==> config.mk <==
export PLATFORM = sky130hd
export DESIGN_NAME = mac_operand_loader_flat
export DESIGN_NICKNAME = d
export VERILOG_FILES = /design/src/rtl/mac_pkg.sv /design/src/rtl/mac_operand_loader_if.sv /design/src/rtl/mac_operand_loader.sv /design/src/flat_wrapper.sv
export SDC_FILE = /design/constraint.sdc
export NUM_CORES = 1
export LEC_CHECK = 0
export ABC_AREA = 1
export BUFFER_PORTS_ARGS = -buffer_cell sky130_fd_sc_hd__buf_2
export CAP_MARGIN = 20
export CORE_AREA = 2 2 244 246
export CTS_CLUSTER_DIAMETER = 200
export DETAILED_ROUTE_END_ITERATION = 12
export DIE_AREA = 0 0 246 248
export SETUP_SLACK_MARGIN = 0.15
export SKIP_CTS_REPAIR_TIMING = 1
export SYNTH_ARGS = -nofsm -noshare
export SYNTH_HDL_FRONTEND = slang
export SYNTH_SLANG_ARGS = --single-unit
export TNS_END_PERCENT = 20
==> constraint.sdc <==
create_clock -name clk -period 19.6 [get_ports clk]
set_input_delay 2.94 -clock clk [delete_from_list [all_inputs] [get_ports clk]]
set_output_delay 2.94 -clock clk [all_outputs]
set_load 0.1 [all_outputs]
==> src/rtl/mac_pkg.sv <==
// -----------------------------------------------------------------------------
// mac_pkg
// Shared definitions for the MAC operand loader: the default word width, the
// operand count, and the loader state encoding.
// -----------------------------------------------------------------------------
package mac_pkg;

   localparam int WIDTH   = 32;  // operand and result word width
   localparam int N_WORDS = 16;  // operand count; the loader is built for 16

   // LOAD: collecting operands, RUN: MAC stage running, DONE: result held
   typedef enum logic [1:0] {
      LOAD = 2'd0,
      RUN  = 2'd1,
      DONE = 2'd2
   } state_t;

endpackage

==> src/rtl/mac_operand_loader_if.sv <==
// -----------------------------------------------------------------------------
// mac_operand_loader_if
// Streaming-side bus of the operand loader: the serial operand input and the
// result output.
//
// Handshake: a word moves on a rising clock edge where valid and ready are both
// 1. The source holds data stable while valid is 1 and ready is 0; ready may
// depend on the sink's state but never on valid.
//
// Signals
//   in_data   [WIDTH] serial operand word          (master -> slave)
//   in_valid          in_data is valid             (master -> slave)
//   in_ready          loader accepts a word        (slave  -> master)
//   out_data  [WIDTH] captured result              (slave  -> master)
//   out_valid         out_data is valid            (slave  -> master)
//   out_ready         downstream accepts out_data  (master -> slave)
// -----------------------------------------------------------------------------
interface mac_operand_loader_if #(
   parameter int WIDTH = mac_pkg::WIDTH
);
   logic [WIDTH-1:0] in_data;
   logic             in_valid;
   logic             in_ready;
   logic [WIDTH-1:0] out_data;
   logic             out_valid;
   logic             out_ready;

   // master: the surrounding system (operand source and result sink)
   modport master (
      output in_data, in_valid, out_ready,
      input  in_ready, out_data, out_valid
   );

   // slave: the loader itself
   modport slave (
      input  in_data, in_valid, out_ready,
      output in_ready, out_data, out_valid
   );
endinterface

==> src/rtl/mac_operand_loader.sv <==
// -----------------------------------------------------------------------------
// mac_operand_loader
// Collects 16 serial operand words into a parallel register file, starts the
// MAC stage, captures its result and hands it downstream.
//
// Ports
//   clk        clock, all state updates on the rising edge
//   reset      asynchronous active-high reset
//   bus        streaming bus (slave side): in_data/in_valid/in_ready for
//              operands, out_data/out_valid/out_ready for the result
//   abort      synchronous request to discard the current job
//   op_0..15   parallel operands; op_k is the k-th word accepted in the job
//   mac_start  registered start level, 1 exactly while in RUN
//   mac_valid  MAC stage result-ready flag (only looked at in RUN)
//   mac_x      MAC stage result
//   job_done   one-cycle pulse in the cycle the result is handed off
//   dbg_state  current FSM state for observation
// -----------------------------------------------------------------------------
module mac_operand_loader
   import mac_pkg::*;
#(
   parameter int WIDTH   = mac_pkg::WIDTH,
   parameter int N_WORDS = mac_pkg::N_WORDS
) (
   input  logic              clk,
   input  logic              reset,
   mac_operand_loader_if.slave bus,
   input  logic              abort,
   output logic [WIDTH-1:0]  op_0,
   output logic [WIDTH-1:0]  op_1,
   output logic [WIDTH-1:0]  op_2,
   output logic [WIDTH-1:0]  op_3,
   output logic [WIDTH-1:0]  op_4,
   output logic [WIDTH-1:0]  op_5,
   output logic [WIDTH-1:0]  op_6,
   output logic [WIDTH-1:0]  op_7,
   output logic [WIDTH-1:0]  op_8,
   output logic [WIDTH-1:0]  op_9,
   output logic [WIDTH-1:0]  op_10,
   output logic [WIDTH-1:0]  op_11,
   output logic [WIDTH-1:0]  op_12,
   output logic [WIDTH-1:0]  op_13,
   output logic [WIDTH-1:0]  op_14,
   output logic [WIDTH-1:0]  op_15,
   output logic              mac_start,
   input  logic              mac_valid,
   input  logic [WIDTH-1:0]  mac_x,
   output logic              job_done,
   output state_t            dbg_state
);

   state_t           state_q, state_d;
   logic [3:0]       wr_idx_q, wr_idx_d;
   logic [WIDTH-1:0] op_q [N_WORDS];
   logic [WIDTH-1:0] op_d [N_WORDS];
   logic             mac_start_q, mac_start_d;
   logic [WIDTH-1:0] out_data_q, out_data_d;

   // Next state, operand write-decode, result capture and hand-off pulse.
   // abort takes priority over every event of the current cycle: no operand
   // write, no capture and no job_done.
   always_comb begin
      state_d    = state_q;
      wr_idx_d   = wr_idx_q;
      op_d       = op_q;
      out_data_d = out_data_q;
      job_done   = 1'b0;

      if (abort) begin
         state_d  = LOAD;
         wr_idx_d = 4'd0;
      end else begin
         case (state_q)
            LOAD: begin
               if (bus.in_valid) begin
                  op_d[wr_idx_q] = bus.in_data;
                  // wraps to 0 after the last operand
                  wr_idx_d = wr_idx_q + 4'd1;
                  if (wr_idx_q == 4'(N_WORDS - 1)) begin
                     state_d = RUN;
                  end
               end
            end
            RUN: begin
               // waits for the MAC stage indefinitely; no timeout
               if (mac_valid) begin
                  out_data_d = mac_x;
                  state_d    = DONE;
               end
            end
            DONE: begin
               if (bus.out_ready) begin
                  job_done = 1'b1;
                  state_d  = LOAD;
               end
            end
            default: begin
               state_d  = LOAD;
               wr_idx_d = 4'd0;
            end
         endcase
      end

      // Registered start level that follows the state register exactly, so it
      // rises on the RUN entry edge and falls on the capture/abort edge.
      mac_start_d = (state_d == RUN);
   end

   always_ff @(posedge clk or posedge reset) begin
      if (reset) begin
         state_q     <= LOAD;
         wr_idx_q    <= 4'd0;
         mac_start_q <= 1'b0;
         out_data_q  <= '0;
         for (int i = 0; i < N_WORDS; i++) begin
            op_q[i] <= '0;
         end
      end else begin
         state_q     <= state_d;
         wr_idx_q    <= wr_idx_d;
         mac_start_q <= mac_start_d;
         out_data_q  <= out_data_d;
         op_q        <= op_d;
      end
   end

   assign bus.in_ready  = (state_q == LOAD);
   assign bus.out_valid = (state_q == DONE);
   assign bus.out_data  = out_data_q;
   assign mac_start     = mac_start_q;
   assign dbg_state     = state_q;

   assign op_0  = op_q[0];
   assign op_1  = op_q[1];
   assign op_2  = op_q[2];
   assign op_3  = op_q[3];
   assign op_4  = op_q[4];
   assign op_5  = op_q[5];
   assign op_6  = op_q[6];
   assign op_7  = op_q[7];
   assign op_8  = op_q[8];
   assign op_9  = op_q[9];
   assign op_10 = op_q[10];
   assign op_11 = op_q[11];
   assign op_12 = op_q[12];
   assign op_13 = op_q[13];
   assign op_14 = op_q[14];
   assign op_15 = op_q[15];

endmodule

==> src/flat_wrapper.sv <==
// flat-port wrapper written by rule: the top's interface ports become plain ports
module mac_operand_loader_flat import mac_pkg::*;
#(
   parameter int WIDTH   = mac_pkg::WIDTH,
   parameter int N_WORDS = mac_pkg::N_WORDS
)
  (clk, reset, abort, op_0, op_1, op_2, op_3, op_4, op_5, op_6, op_7, op_8, op_9, op_10, op_11, op_12, op_13, op_14, op_15, mac_start, mac_valid, mac_x, job_done, dbg_state, bus_in_data, bus_in_valid, bus_out_ready, bus_in_ready, bus_out_data, bus_out_valid);
  mac_operand_loader_if #(.WIDTH(WIDTH)) bus_i ();
  input  logic clk;
  input  logic reset;
  input  logic abort;
  output logic [WIDTH-1:0] op_0;
  output logic [WIDTH-1:0] op_1;
  output logic [WIDTH-1:0] op_2;
  output logic [WIDTH-1:0] op_3;
  output logic [WIDTH-1:0] op_4;
  output logic [WIDTH-1:0] op_5;
  output logic [WIDTH-1:0] op_6;
  output logic [WIDTH-1:0] op_7;
  output logic [WIDTH-1:0] op_8;
  output logic [WIDTH-1:0] op_9;
  output logic [WIDTH-1:0] op_10;
  output logic [WIDTH-1:0] op_11;
  output logic [WIDTH-1:0] op_12;
  output logic [WIDTH-1:0] op_13;
  output logic [WIDTH-1:0] op_14;
  output logic [WIDTH-1:0] op_15;
  output logic mac_start;
  input  logic mac_valid;
  input  logic [WIDTH-1:0] mac_x;
  output logic job_done;
  output state_t dbg_state;
  input wire logic [$bits(bus_i.in_data)-1:0] bus_in_data;
  input wire logic [$bits(bus_i.in_valid)-1:0] bus_in_valid;
  input wire logic [$bits(bus_i.out_ready)-1:0] bus_out_ready;
  output wire logic [$bits(bus_i.in_ready)-1:0] bus_in_ready;
  output wire logic [$bits(bus_i.out_data)-1:0] bus_out_data;
  output wire logic [$bits(bus_i.out_valid)-1:0] bus_out_valid;
  assign bus_i.in_data = bus_in_data;
  assign bus_i.in_valid = bus_in_valid;
  assign bus_i.out_ready = bus_out_ready;
  assign bus_in_ready = bus_i.in_ready;
  assign bus_out_data = bus_i.out_data;
  assign bus_out_valid = bus_i.out_valid;
  mac_operand_loader #(.WIDTH(WIDTH), .N_WORDS(N_WORDS)) u_core (.clk(clk), .reset(reset), .bus(bus_i), .abort(abort), .op_0(op_0), .op_1(op_1), .op_2(op_2), .op_3(op_3), .op_4(op_4), .op_5(op_5), .op_6(op_6), .op_7(op_7), .op_8(op_8), .op_9(op_9), .op_10(op_10), .op_11(op_11), .op_12(op_12), .op_13(op_13), .op_14(op_14), .op_15(op_15), .mac_start(mac_start), .mac_valid(mac_valid), .mac_x(mac_x), .job_done(job_done), .dbg_state(dbg_state));
endmodule
==> results of run 1 <==
-- power groups by stage --
stage	Sequential, mW	Clock [mW]	Combinational, mW
global route	1.30	1.13	1.07
CTS	1.29	1.08	1.04
detailed placement	1.31	0	1.04
finish	1.29	1.07	1.03
floorplan	2.03	0	0.113
global placement	1.31	0	1.03
-- cell usage in the layout (no fill, tap or decap) --
master                       Yosys  layout
sky130_fd_sc_hd__a21oi_1        98      98
sky130_fd_sc_hd__buf_2          56     619
sky130_fd_sc_hd__buf_4           0      17
sky130_fd_sc_hd__bufinv_16       0       3
sky130_fd_sc_hd__clkbuf_1       83      17
sky130_fd_sc_hd__clkbuf_16       0      57
sky130_fd_sc_hd__clkbuf_8        0      12
sky130_fd_sc_hd__clkinv_1        1       1
sky130_fd_sc_hd__clkinv_2        0       7
sky130_fd_sc_hd__clkinvlp_4      0       5
sky130_fd_sc_hd__dfrtp_1       551     551
sky130_fd_sc_hd__ha_1            8       8
sky130_fd_sc_hd__inv_1          45      44
sky130_fd_sc_hd__inv_2           9       9
sky130_fd_sc_hd__inv_8           0       1
sky130_fd_sc_hd__nand2_1      1087    1081
sky130_fd_sc_hd__nand2_2         4      10
sky130_fd_sc_hd__nand3_1        34      34
sky130_fd_sc_hd__nand3_2         3       3
sky130_fd_sc_hd__nand4_1         1       1
sky130_fd_sc_hd__nor2_1        103     103
sky130_fd_sc_hd__nor2_2         11       2
sky130_fd_sc_hd__nor2_4          4      13
sky130_fd_sc_hd__o21ai_0        83      83
sky130_fd_sc_hd__o21ai_1        52      52
sky130_fd_sc_hd__or2_2           1       1
sky130_fd_sc_hd__xor2_1          1       1
-- synth_stat cells --
cell type / instances / area, um2
sky130_fd_sc_hd__a21oi_1: 98 / 490.5
sky130_fd_sc_hd__o21ai_1: 52 / 260.3
sky130_fd_sc_hd__nand2_2: 4 / 25.02
sky130_fd_sc_hd__ha_1: 8 / 100.1
sky130_fd_sc_hd__xor2_1: 1 / 8.760
sky130_fd_sc_hd__nand3_2: 3 / 30.03
sky130_fd_sc_hd__dfrtp_1: 551 / 13790
sky130_fd_sc_hd__nor2_2: 11 / 68.82
sky130_fd_sc_hd__inv_1: 45 / 168.9
sky130_fd_sc_hd__o21ai_0: 83 / 415.4
sky130_fd_sc_hd__nand3_1: 34 / 170.2
sky130_fd_sc_hd__clkinv_1: 1 / 3.750
sky130_fd_sc_hd__or2_2: 1 / 6.260
sky130_fd_sc_hd__nor2_4: 4 / 45.04
sky130_fd_sc_hd__nand2_1: 1087 / 4080
sky130_fd_sc_hd__buf_2: 56 / 280.3
sky130_fd_sc_hd__inv_2: 9 / 33.78
sky130_fd_sc_hd__nand4_1: 1 / 6.260
sky130_fd_sc_hd__clkbuf_1: 83 / 311.6
sky130_fd_sc_hd__nor2_1: 103 / 386.6
-- final timing paths --
kind,from,to,slack (ns),cells after the start
max in group clk,abort,job_done,13.01,3
max,reset,u_core.op_15[6],12.99,6
max reg2reg,u_core.dbg_state[1],u_core.bus.out_data[16],16.60,7
min in group asynchronous,reset,u_core.op_5[11],2.56,2
min,u_core.op_5[10],u_core.op_5[10],0.46,2
min reg2reg,u_core.op_5[10],u_core.op_5[10],0.46,2
-- stage by stage --
step                      instances  hold WS, ns
after floorplan                2235       0.5957
after global placement         3505       0.4477
after detailed placement       3505       0.4530
after CTS                      3606       0.4675
after global routing           3606       0.4818
final                          3606       0.4638
-- worst register-to-register path: stages (launching register included) --
cell and delay (ns):
sky130_fd_sc_hd__dfrtp_1 0.41, sky130_fd_sc_hd__inv_1 0.10, sky130_fd_sc_hd__ha_1 0.22, sky130_fd_sc_hd__nand2_1 0.08, sky130_fd_sc_hd__clkinv_1 0.72, sky130_fd_sc_hd__nand2_1 1.16
sky130_fd_sc_hd__nand2_1 0.13, sky130_fd_sc_hd__nand2_1 0.12
-- logic make-up (layout without fill, tap and decap cells) --
family                     after synthesis  count (layout)
AOI/OAI and AO/OA                      233             233
xor gates and xnor gates                 1               1
adders and majority gates                8               8
buffers and inverters                  194             792
DFF                                    551             551
and+or+nand+nor                       1248            1248
-- layout make-up --
| cell class | instances | area (um2) | area share |
|---|---|---|---|
| tap | 773 | 967.2 | 0.03696 |
| sequential | 551 | 13790 | 0.5269 |
| multi-input combinational | 1490 | 6153 | 0.2352 |
| timing repair buffer | 636 | 3226 | 0.1233 |
| clock buffer | 86 | 1655 | 0.06326 |
| clock inverter | 15 | 162.7 | 0.006216 |
| inverter | 55 | 214.0 | 0.008177 |
-- metal layers --
metal  GRT usage  wire length, um  part of all wire
met1      0.2984            30280              0.40
met2      0.4067            36330              0.48
met3     0.06109             6091             0.081
met4     0.07879             2610             0.035
met5           0                0                 0
==> out/summary.log, run 1 <==
qor: critical_path.cell_type_of_the_slowest_stage_on_the_worst_timing_path sky130_fd_sc_hd__buf_4
qor: final_layout.num-nets-final 2,868
qor: sta.grt_setup_unrepaired no
qor: synthesis.synthesis.area_per_instance 9.253 um2
qor: pwr.intPower 1.966 mW
qor: floorplan.coreArea 0.05846 mm2
qor: cts.cts_tree yes
qor: sta.worst_slack 12.99 ns
qor: critical_path.critPathBufInv 6
qor: sta.maxSlewViolCount 0
qor: pwr.p_switching 1.425 mW
qor: pwr.p_leak 15.29 nW
qor: detailed_routing.drt-initial-drc-count 1,234
qor: synthesis.synth_top_family_by_area simple AND/OR/NAND/NOR gates
qor: critical_path.critical_path.top_delay_family buffers and inverters
qor: sta.worst_pin_slew 1.081 ns
qor: synthesis.yosys.area_share.xor_xnor 0.0004235
qor: final_layout.proportion_of_layout_cells_with_a_drive_suffix_above_1 0.2679
qor: pwr.comb_power_share 0.305
qor: sta.finalHoldViolCount 0
qor: run.timing.max_cap.violations 0
qor: final_layout.area.growth.synth_to_final 26.53%
qor: critical_path.cp_slowest_stage_delay 0.86 ns
qor: floorplan.die_x 246 um
qor: synthesis.postSynthRegisterBits 551
qor: pwr.power.density_cell_area 129.6 mW/mm2
qor: floorplan.die_y 248 um
qor: synthesis.post_synthesis_instance_area 0.02068 mm2
qor: critical_path.critical_path.max_fanout 143
qor: pwr.finalPower 3.392 mW
qor: cts.numCtsBuffers 56
qor: synthesis.synthesis.nets 2,313
qor: grt.grt_pass1_vias 16,850
qor: place.area_after_detailed_placement 0.02435 mm2
qor: pwr.pwr-share-clk 0.315
qor: sta.clock_skew 0.01227 ns
qor: sta.finalSetupViolCount 0
qor: floorplan.initial_core_util 0.3537
qor: synthesis.yosysUniqueCellTypes 20
qor: sta.timing.final.crit_period 6.614 ns
qor: sta.tns 0 ns
qor: critical_path.required_time_of_the_critical_path 20.19 ns
qor: detailed_routing.detail_route.first_pass.iterations 5
qor: cts.clk_transition_reported_paths 0.06 ns
qor: critical_path.timing.critical_path.arrival 7.21 ns
qor: cts.cts_htree_levels 2
qor: critical_path.start_kind primary input
qor: detailed_routing.route.detailed.drc 0
qor: detailed_routing.via_count 17,330
qor: place.dp_slack 12.14 ns
qor: sta.timing.max_slew.rel_slack 0.2777
qor: final_layout.postLayoutCellArea 0.02617 mm2
qor: critical_path.critical_path.endpoint_type asynchronous set/reset pin
qor: detailed_routing.postRouteWirelength 75.31 mm
qor: synthesis.yosys.area_share.adder 0.004840
qor: grt.gr-total-overflow 0
qor: sta.fmax 151.2 MHz
qor: grt.global_route_wire_length_before_repair 108.8 mm
qor: synthesis.synth_sequential_area_ratio 0.6667
qor: critical_path.cpMostUsedCell sky130_fd_sc_hd__buf_4
qor: cts.cts.root.buffer_cell sky130_fd_sc_hd__clkbuf_16
qor: synthesis.synth-warning-count 0
qor: detailed_routing.post_drt_wl_per_cell 20.88 um
qor: synthesis.synth_simple_gate_area_share 0.2330
qor: pwr.seq_power_share 0.381
qor: place.finalWeightedCongestion 0.8419
qor: floorplan.top_level_ports 620
qor: critical_path.path_class primary input to asynchronous set/reset pin
qor: floorplan.die_area 0.06101 mm2
qor: pwr.switching_share 0.4203
qor: cts.cts_sinks 551
qor: synthesis.netlist_instances 2,235
qor: status.status complete, no violations
qor: floorplan.rows 89
qor: grt.grt_antenna_before_repair 0
qor: worst_hold_path.hold_class register to register
qor: final_layout.final_core_util 0.4476
qor: cts.worst_case_clock_buffer_depth 3
qor: grt.grt_start_max_net_pins 144
qor: critical_path.crit_path_cell_trace buf_2, inv_8, buf_4, buf_4, buf_4, buf_4
qor: pwr.power.ir.vdd_worst 81.47 uV
qor: sta.layout_worst_path_cycle_share 0.3374
qor: final_layout.nFillCells 5,740
qor: final_layout.insertedDiodeCount 0
qor: place.hpwl 52.18 mm
qor: detailed_routing.antenna_violating_nets_post_route 0
qor: detailed_routing.post_dr_vias_cell 4.807
qor: grt.globalRouteTotalUtil 0.2396
qor: place.io_buffers 619
qor: synthesis.synthMuxAreaShare 0
qor: synthesis.synthesized_area_fraction_occupied_by_ao_oa_aoi_and_oai_cells 0.05639
qor: cts.insertion_delay 0.59 ns
(Power assumes the default switching activity.)
==> run 2: changes to the inputs <==
--- a/config.mk
+++ b/config.mk
@@ -5,7 +5,7 @@
 export SDC_FILE = /design/constraint.sdc
 export NUM_CORES = 1
 export LEC_CHECK = 0
-export ABC_AREA = 1
+export ABC_AREA = 0
 export BUFFER_PORTS_ARGS = -buffer_cell sky130_fd_sc_hd__buf_2
 export CAP_MARGIN = 20
 export CORE_AREA = 2 2 244 246
==> constraint.sdc (replaced) <==
create_clock -name clk -period 6.74 [get_ports clk]
set_input_delay 1.011 -clock clk [delete_from_list [all_inputs] [get_ports clk]]
set_output_delay 1.011 -clock clk [all_outputs]
set_load 0.1 [all_outputs]
==> out/summary.log, run 2 <==
qor: status.status complete, no violations
qor: floorplan.rows 89
qor: cts.numCtsBuffers 59
qor: final_layout.final_cell_mix sky130_fd_sc_hd__buf_2 (619), sky130_fd_sc_hd__dfrtp_1 (551), sky130_fd_sc_hd__mux2_2 (475), sky130_fd_sc_hd__mux2_4 (60), sky130_fd_sc_hd__clkbuf_16 (59)
qor: place.hpwl 44.61 mm
qor: cts.cts_sinks 551
qor: sta.fmax 310.3 MHz
qor: final_layout.postLayoutCellArea 0.02719 mm2
qor: detailed_routing.post_dr_vias_cell 4.865
qor: synthesis.postSynth.topFlopCell sky130_fd_sc_hd__dfrtp_1
qor: critical_path.critical_path.endpoint_type output port
qor: pwr.switching_share 0.3652
qor: sta.timing.max_slew.rel_slack 0.3276
qor: sta.layout_worst_path_cycle_share 0.4781
qor: synthesis.synth_sequential_area_ratio 0.6535
qor: synthesis.top_cell_types_by_occurrence_after_synthesis sky130_fd_sc_hd__dfrtp_1 (551), sky130_fd_sc_hd__mux2_2 (475), sky130_fd_sc_hd__mux2_4 (60)
qor: synthesis.synth-warning-count 0
qor: final_layout.leading_cell_type_in_the_layout_fill_and_taps_excluded sky130_fd_sc_hd__buf_2
qor: floorplan.die_y 248 um
qor: final_layout.area.growth.synth_to_final 28.86%
qor: synthesis.synth.most_common_cell sky130_fd_sc_hd__dfrtp_1
qor: synthesis.asyncSetResetFlopFracSynth 1.000
qor: grt.grt_start_max_net_pins 163
qor: floorplan.coreArea 0.05846 mm2
qor: place.dp.cells 2,581
qor: sta.grt_setup_unrepaired no
qor: synthesis.synthesis.area_per_instance 16.79 um2
qor: detailed_routing.drt-initial-drc-count 555
qor: detailed_routing.met2RoutedLength 30.91 mm
qor: detailed_routing.top_layer met4
qor: detailed_routing.postRouteWirelength 64.38 mm
qor: pwr.p_switching 3.490 mW
qor: final_layout.proportion_of_layout_cells_with_a_drive_suffix_above_1 0.6781
qor: pwr.pwr-share-clk 0.371
qor: worst_hold_path.hold_class register to register
qor: synthesis.synth-edff-count 0
qor: synthesis.synth_top_area_frac 0.6535
qor: cts.insertion_delay 0.62 ns
qor: detailed_routing.post_drt_wl_per_cell 23.91 um
qor: grt.grt_antenna_before_repair 0
qor: place.io_buffers 619
qor: sta.holdWs 0.4836 ns
qor: synthesis.synthesis.nets 1,335
qor: cts.clk_transition_reported_paths 0.06 ns
qor: critical_path.timing.critical_path.arrival 2.21 ns
qor: detailed_routing.met1_length 26.38 mm
qor: pwr.power.density_cell_area 351.5 mW/mm2
qor: detailed_routing.antenna_violating_nets_post_route 0
qor: place.finalWeightedCongestion 0.7878
qor: pwr.power.ir.vdd_worst 254.2 uV
qor: synthesis.post_synthesis_instance_area 0.02110 mm2
qor: sta.worst_pin_slew 1.009 ns
qor: sta.clock_skew 0.02509 ns
qor: floorplan.die_x 246 um
qor: final_layout.insertedDiodeCount 0
qor: sta.tns 0 ns
qor: grt.grt_pass1_vias 13,560
qor: synthesis.yosysUniqueCellTypes 36
qor: synthesis.largest_cells_by_area_after_synthesis sky130_fd_sc_hd__dfrtp_1 (65%), sky130_fd_sc_hd__mux2_2 (25%), sky130_fd_sc_hd__mux2_4 (4.3%), sky130_fd_sc_hd__buf_2 (1.0%), sky130_fd_sc_hd__clkbuf_1 (0.60%)
qor: grt.globalRouteTotalUtil 0.2057
qor: final_layout.final-instance-count-excl-fill 2,693
qor: pwr.comb_power_share 0.248
qor: cts.cts_htree_levels 2
qor: critical_path.critical_path.max_fanout 16
qor: critical_path.start_kind register
qor: detailed_routing.via_count 13,100
qor: synthesis.postSynthRegisterBits 551
qor: sta.maxSlewViolCount 0
qor: cts.cts.root.buffer_cell sky130_fd_sc_hd__clkbuf_16
qor: final_layout.num-nets-final 1,948
qor: cts.worst_case_clock_buffer_depth 3
qor: grt.global_route_wire_length_before_repair 92.95 mm
qor: sta.finalSetupViolCount 0
qor: synthesis.netlist_instances 1,257
qor: cts.cts_tree yes
qor: floorplan.initial_core_util 0.3609
qor: detailed_routing.routed-wl-met3 5.188 mm
qor: detailed_routing.route.detailed.drc 0
qor: critical_path.required_time_of_the_critical_path 5.73 ns
qor: synthesis.synth.largest_area_cell sky130_fd_sc_hd__dfrtp_1
qor: pwr.p_leak 15.23 nW
qor: floorplan.top_level_ports 620
qor: detailed_routing.detail_route.first_pass.iterations 4
qor: critical_path.path_class register to output port
qor: sta.timing.final.crit_period 3.223 ns
qor: run.timing.max_cap.violations 0
qor: pwr.intPower 6.067 mW
qor: place.area_after_detailed_placement 0.02500 mm2
qor: floorplan.die_area 0.06101 mm2
qor: pwr.seq_power_share 0.381
qor: sta.finalHoldViolCount 0
qor: grt.gr-total-overflow 0
==> run 2: changes by cell type after synthesis, sizes merged, moves of 4 or more <==
| cell | delta |
|---|---|
| a21oi | -94 |
| clkbuf | -49 |
| inv | -49 |
| mux2 | +544 |
| nand2 | -1086 |
| nand3 | -34 |
| nand4b | +4 |
| nor2 | -107 |
| o21ai | -132 |
==> run 2: final timing paths <==
kind	cells past startpoint	start	to	slack (ns)
max in group asynchronous	4	reset	u_core.op_1[24]	4.73
worst max register to register	6	u_core.dbg_state[0]	u_core.op_3[15]	3.59
min in group asynchronous	2	reset	u_core.op_6[27]	0.54
worst min register to register	1	u_core.op_10[9]	u_core.op_10[9]	0.48
worst max-delay path	3	u_core.dbg_state[0]	bus_in_ready	3.52
worst min-delay path	1	u_core.op_10[9]	u_core.op_10[9]	0.48
==> run 2: through the flow <==
step / worst slack, ns / total power, mW / util
after global placement: 3.498 / 6.059 / 0.4277
after global routing: 3.354 / 9.874 / 0.4651
after detailed placement: 3.452 / 6.079 / 0.4277
after floorplan: -1.769 / 5.614 / -
after CTS: 3.489 / 9.662 / 0.4646
final: 3.517 / 9.557 / 0.4651
==> run 2: metal layers <==
metal | GRT usage | up-vias
met5 | 0 | -
met4 | 0.06702 | 0
met3 | 0.06531 | 98
met2 | 0.3371 | 450
met1 | 0.2584 | 6883
li1 | - | 5670
==> run 2: worst max-delay path, stage by stage, from the launching register on <==
cell                      delay (ns)
sky130_fd_sc_hd__dfrtp_1        0.41
sky130_fd_sc_hd__inv_1          0.11
sky130_fd_sc_hd__ha_1           0.53
sky130_fd_sc_hd__buf_2          0.55
==> run 2: cell families (layout without fill, tap and decap cells) <==
logic type               Yosys count  after routing  synth area share
AND/OR/NAND/NOR                   47             47           0.01459
buffers and inverters             95            758           0.02271
multiplexers                     544            544            0.3010
adder cells (fa/ha/maj)            8              8          0.004744
flip-flops                       551            551            0.6535
AO/OA/AOI/OAI                     12             12          0.003499
==> run 2: power by group through the flow <==
stage               combinational (mW)  clock (mW)  sequential [mW]
finish                            2.37        3.55             3.64
global route                      2.43        3.78             3.66
CTS                               2.38        3.64             3.64
detailed placement                2.38           0             3.70
global placement                  2.37           0             3.69
floorplan                        0.329           0             5.29
==> run 2: area by class of cell <==
| type | count | area, um2 |
|---|---|---|
| Sequential cell | 551 | 13790 |
| Clock inverter | 35 | 500.5 |
| Tap cell | 773 | 967.2 |
| Fill cell | 5236 | 31270 |
| Multi-Input combinational cell | 611 | 6923 |
| Clock buffer | 76 | 1660 |
| Inverter | 5 | 22.52 |
| Timing Repair Buffer | 642 | 3328 |
